--- src/rtl/blk_arbiter_if.sv ---
// Block-source / link-FIFO bundle seen by blk_arbiter.
// master = arbiter side, slave = sources plus link FIFO side.
interface blk_arbiter_if #(
  parameter int NSRC  = 4,
  parameter int SBITS = 3
);
  logic [NSRC-1:0]    give;
  logic [NSRC-1:0]    have;
  logic [16*NSRC-1:0] din;
  logic [15:0]        dout;
  logic               dvalid;
  logic               dready;
  logic [SBITS-1:0]   cur_src;
  logic               busy;
  logic               err;

  modport master (
    output give, dout, dvalid, cur_src, busy, err,
    input  have, din, dready
  );

  modport slave (
    input  give, dout, dvalid, cur_src, busy, err,
    output have, din, dready
  );
endinterface

--- src/rtl/blk_arbiter.sv ---
// Round-robin block arbiter: pulls CW-framed blocks from NSRC sources, forwards each unbroken.
// Optional macro ARB_CWCHECK_EN: drop non-CW words seen in HEAD and raise sticky err.
//
// state | meaning
// HEAD  | scanning sources; the next accepted word is a control word
// BODY  | forwarding the cnt remaining words of the current block
module blk_arbiter #(
  parameter int NSRC  = 4,
  parameter int SBITS = 3
) (
  input  logic          clk,
  input  logic          rst_n,
  blk_arbiter_if.master bus
);

  typedef enum logic {HEAD = 1'b0, BODY = 1'b1} state_t;

  state_t           state;
  logic [SBITS-1:0] sel;
  logic [8:0]       cnt;
  logic [15:0]      dout_q;
  logic             dvalid_q;
  logic             busy_q;

  logic [NSRC-1:0]  give_c;
  logic [15:0]      word;
  logic             xfer;
  logic             cw_ok;
  logic [SBITS-1:0] sel_next;

  // give is held low during reset so no source sees a request before sel is defined
  always_comb begin
    give_c = '0;
    word   = '0;
    for (int i = 0; i < NSRC; i++) begin
      if (sel == SBITS'(i)) begin
        give_c[i] = bus.dready & rst_n;
        word      = bus.din[16*i +: 16];
      end
    end
  end

  assign xfer     = |(give_c & bus.have);
  assign sel_next = (sel == SBITS'(NSRC-1)) ? '0 : sel + 1'b1;

`ifdef ARB_CWCHECK_EN
  assign cw_ok = word[15];
`else
  assign cw_ok = 1'b1;
`endif

  always_ff @(posedge clk or negedge rst_n) begin
    if (!rst_n) begin
      state    <= HEAD;
      sel      <= '0;
      cnt      <= '0;
      dout_q   <= '0;
      dvalid_q <= 1'b0;
      busy_q   <= 1'b0;
    end else begin
      dvalid_q <= 1'b0;
      case (state)
        HEAD: begin
          if (xfer) begin
            if (cw_ok) begin
              dout_q   <= word;
              dvalid_q <= 1'b1;
              cnt      <= word[8:0];
              if (word[8:0] == 9'd0) begin
                sel <= sel_next;
              end else begin
                state  <= BODY;
                busy_q <= 1'b1;
              end
            end
          end else if (bus.dready) begin
            sel <= sel_next;
          end
        end
        BODY: begin
          if (xfer) begin
            dout_q   <= word;
            dvalid_q <= 1'b1;
            cnt      <= cnt - 9'd1;
            if (cnt == 9'd1) begin
              sel    <= sel_next;
              state  <= HEAD;
              busy_q <= 1'b0;
            end
          end
        end
        default: state <= HEAD;
      endcase
    end
  end

`ifdef ARB_CWCHECK_EN
  logic err_q;

  always_ff @(posedge clk or negedge rst_n) begin
    if (!rst_n) begin
      err_q <= 1'b0;
    end else if (state == HEAD && xfer && !word[15]) begin
      err_q <= 1'b1;
    end
  end

  assign bus.err = err_q;
`else
  assign bus.err = 1'b0;
`endif

  assign bus.give    = give_c;
  assign bus.dout    = dout_q;
  assign bus.dvalid  = dvalid_q;
  assign bus.busy    = busy_q;
  assign bus.cur_src = sel;

endmodule

--- src/flat_wrapper.sv ---
// flat-port wrapper written by rule: the top's interface ports become plain ports
module blk_arbiter_flat 
#(
  parameter int NSRC  = 4,
  parameter int SBITS = 3
)
  (clk, rst_n, bus_give, bus_dout, bus_dvalid, bus_cur_src, bus_busy, bus_err, bus_have, bus_din, bus_dready);
  blk_arbiter_if #(.NSRC(NSRC), .SBITS(SBITS)) bus_i ();
  input  logic clk;
  input  logic rst_n;
  output wire logic [$bits(bus_i.give)-1:0] bus_give;
  output wire logic [$bits(bus_i.dout)-1:0] bus_dout;
  output wire logic [$bits(bus_i.dvalid)-1:0] bus_dvalid;
  output wire logic [$bits(bus_i.cur_src)-1:0] bus_cur_src;
  output wire logic [$bits(bus_i.busy)-1:0] bus_busy;
  output wire logic [$bits(bus_i.err)-1:0] bus_err;
  input wire logic [$bits(bus_i.have)-1:0] bus_have;
  input wire logic [$bits(bus_i.din)-1:0] bus_din;
  input wire logic [$bits(bus_i.dready)-1:0] bus_dready;
  assign bus_give = bus_i.give;
  assign bus_dout = bus_i.dout;
  assign bus_dvalid = bus_i.dvalid;
  assign bus_cur_src = bus_i.cur_src;
  assign bus_busy = bus_i.busy;
  assign bus_err = bus_i.err;
  assign bus_i.have = bus_have;
  assign bus_i.din = bus_din;
  assign bus_i.dready = bus_dready;
  blk_arbiter #(.NSRC(NSRC), .SBITS(SBITS)) u_core (.clk(clk), .rst_n(rst_n), .bus(bus_i));
endmodule
--- config.mk ---
export PLATFORM = sky130hd
export DESIGN_NAME = blk_arbiter_flat
export DESIGN_NICKNAME = d
export VERILOG_FILES = /design/src/rtl/blk_arbiter_if.sv /design/src/rtl/blk_arbiter.sv /design/src/flat_wrapper.sv
export SDC_FILE = /design/constraint.sdc
export NUM_CORES = 1
export LEC_CHECK = 0
export ABC_AREA = 1
export CAP_MARGIN = 20
export CORE_MARGIN = 4
export CORE_UTILIZATION = 42
export DETAILED_ROUTE_END_ITERATION = 6
export PLACE_DENSITY = 0.8
export SETUP_SLACK_MARGIN = 0.05
export SYNTH_ARGS = -nofsm -noshare
export SYNTH_HDL_FRONTEND = slang
export SYNTH_SLANG_ARGS = --single-unit
--- constraint.sdc ---
create_clock -name clk -period 2.5 [get_ports clk]
set_input_delay 0.625 -clock clk [delete_from_list [all_inputs] [get_ports clk]]
set_output_delay 0.625 -clock clk [all_outputs]
set_load 0.05 [all_outputs]
==> results.toml <==
[routing]
drt-initial-drc-count = 104
wl_per_cell_um = 13.82
drc_errors = 0
num_vias = 2475
drtAntennaViolNets = 0
wl_um = 6787
avgViaCountPerCell = 5.041
first_pass_iters = 4

[timing]
setup_violations = 0
rsz0062_at_grt = "no"
drv_slew = 0
tightest_slew_ps = 528.2
tns_ps = 0
maxSlewHeadroom = 0.6468
min_period_over_period = 0.9520
period_needed_ps = 2380
worst_clock_skew_ps = 6.889
hold_violations = 0
max_freq_mhz = 420.2

[grt]
grt_pass1_vias = 2528
grt_max_degree = 32
grt_pass1_wl_um = 11340
grtUsageTotal = 0.2258
grt_antenna_before_repair = 0
overflow = 0

[setup_path]
cpLargestDelayFamily = "buffers and inverters"
cp_max_fo = 6
crit-reg2reg-capture = "u_core.bus.cur_src[2]"
end_kind = "output pin"
cp_num_cells = 1
path_buf_inv = 1
r2r_start = "u_core.bus.cur_src[0]"
path_cells = "clkdlybuf4s50_1"
worstPathArrival_ps = 1760
endpoint = "bus_cur_src[2]"
r2r_setup_slack_ps = 320
timing.critical_path.from = "u_core.bus.cur_src[2]"
critPathLaunchType = "flip-flop"
critPathKind = "flip-flop to output pin"
worst_ep_required_time_ps = 1880
crit_slowest_cell = "clkdlybuf4s50_1"
ff2ff_path_depth = 13
max_stage_delay_ps = 890

[synthesis]
synth_area_per_cell_um2 = 6.739
netlist_area_um2 = 2183
synth_compound_area_frac = 0.1175
yosysWarningCount = 0
yosys.area_share.simple = 0.3817
synth-async-reset-ratio = 1.000
syn_nets = 401
yosys.area.top_type_share = 0.3553
synth_common_cells = "nand2_1, nor2_1, dfrtp_1"
synthXorXnorAreaFrac = 0.02407
synth_top_family_by_area = "simple AND/OR/NAND/NOR gates"
synthAdderAreaFrac = 0.03438
synth.area.top_cells = "dfrtp_1, nand2_1, nor2_1"
synthDistinctLibCells = 32
muxShareOfSynthArea = 0
yosysMostFrequentCell = "nand2_1"
syn_inst = 324
synth_ff_type = "dfrtp_1"
ys_ff_latch = 31
yosysTopAreaCell = "dfrtp_1"
synth_edf_count = 0
ys_seq_area_frac = 0.3553

[floorplan]
num_io_pins = 97
coreArea_um2 = 4880
die_area_um2 = 6416
start_util = 0.4474
num_rows = 25
die_h_um = 80.10
die-width_um = 80.10

[layout]
drive_above_1_share = 0.1038
area_delta_synth_final_pct = 54.79
diodes = 0
final_area_um2 = 3379
nets = 500

[clock_tree]
cts_buffers = 5
cts_num_sinks = 31
cts_hold_buf = 0
clock_latency_ps = 290
clk_pin_slew_ps = 70
cts_root_buf = "clkbuf_8"
cts.path.max_buffers = 2
htreeDepth = 2
cts_tree = "yes"

[placement]
portBuffers = 95
place_area_um2 = 3274
place_congestion = 0.8407
hpwl_um = 5418

[power_and_ir_drop]
ir_drop_v = 0.0008054
p_per_area_nw_per_um2 = 1042
leakage_nw = 1.624

[run]
max_cap_violations = 0

[worst_hold_path]
whs_path_depth = 2
hold_class = "flip-flop to flip-flop"

[run_status]
status = "completed"
[kinds of logic (layout without fill, tap and decap cells)]
logic type                 after synthesis  after routing
DFF                                     31             31
xor gates and xnor gates                 6              6
and+or+nand+nor                        200            200
adders and majority gates                6              6
other                                    1              1
AOI/OAI and AO/OA                       38             38
buffers and inverters                   42            142
[through the flow]
step | util | setup slack [ps] | power [mW] | hold WS [ps] | cells
3_3_place_gp | 0.6710 | 78.77 | 3.076 | 463.8 | 483
4_1_cts | 0.6897 | 72.29 | 3.538 | 491.8 | 491
5_1_grt | 0.6926 | 62.72 | 3.817 | 514.1 | 491
2_1_floorplan | - | 71.04 | 2.372 | 329.4 | 324
6_report | 0.6926 | 119.9 | 3.520 | 486.9 | 491
3_5_place_dp | 0.6710 | 1.630 | 3.126 | 476.8 | 483
[sequential cells by signal, summed over array words and instances, names as in the netlist]
register / cells
u_core.bus.cur_src: 3
u_core.state: 1
u_core.bus.busy: 1
u_core.bus.dout: 16
u_core.bus.dvalid: 1
u_core.cnt: 9
[what timing repair did]
item                       4_1_cts  5_1_grt
setup endpoints to repair        0        7
gates resized for setup          0        3
buffers inserted                 0        0
[layout make-up]
class / count / area [µm²]
fill: 441 / 1500
multi-input combinational: 251 / 1254
timing repair buffer: 104 / 1059
sequential: 31 / 777.0
inverter: 30 / 115.1
clock buffer: 7 / 86.33
tap: 67 / 83.83
clock inverter: 1 / 5.005
[cells in the final DEF, fill, tap and decap left out]
cell / netlist / final
a31oi_1: 7 / 7
buf_12: 0 / 4
buf_4: 3 / 9
clkbuf_1: 1 / 1
clkbuf_8: 0 / 6
clkdlybuf4s50_1: 0 / 91
clkinv_1: 1 / 1
clkinv_2: 0 / 1
conb_1: 1 / 1
dfrtp_1: 31 / 30
dfrtp_2: 0 / 1
ha_1: 6 / 5
ha_2: 0 / 1
inv_1: 19 / 19
inv_2: 9 / 9
inv_4: 1 / 1
nand2_1: 125 / 124
nand2_2: 0 / 1
nand2_4: 2 / 1
nand2_8: 0 / 1
nand3_1: 20 / 20
nand3_2: 1 / 1
nand3b_1: 2 / 2
nand4_1: 4 / 4
nand4_2: 1 / 1
nor2_1: 40 / 37
nor2_2: 2 / 5
nor3_1: 2 / 1
nor3_4: 0 / 1
o211ai_1: 9 / 9
o21ai_0: 4 / 4
o21ai_1: 6 / 6
o21bai_4: 1 / 1
o221ai_1: 3 / 3
o22ai_1: 8 / 8
or2_1: 1 / 1
xnor2_1: 5 / 5
xor2_1: 1 / 1
[layer usage]
| layer | vias to the layer above | track usage | wire length [µm] |
|---|---|---|---|
| li1 | 1240 | - | - |
| met1 | 1128 | 0.2779 | 2843 |
| met2 | 93 | 0.3833 | 3242 |
| met3 | 14 | 0.06166 | 567 |
| met4 | 0 | 0.06926 | 134 |
| met5 | - | 0 | 0 |
[where the power goes]
group | internal [mW] | switching, mW
registers | 0.703 | 0.156
clock network | 0.222 | 0.183
logic | 0.832 | 1.42
[worst min-delay path by stage]
stage	from	end	slack, ps
2_1_floorplan	rst_n	u_core.bus.busy	330
3_3_place_gp	u_core.bus.dout[9]	u_core.bus.dout[9]	460
3_5_place_dp	u_core.bus.dout[9]	u_core.bus.dout[9]	480
4_1_cts	u_core.bus.dout[13]	u_core.bus.dout[13]	490
5_1_grt	u_core.bus.dout[13]	u_core.bus.dout[13]	510
6_report	u_core.bus.dout[9]	u_core.bus.dout[9]	490
(Power assumes the default switching activity.)
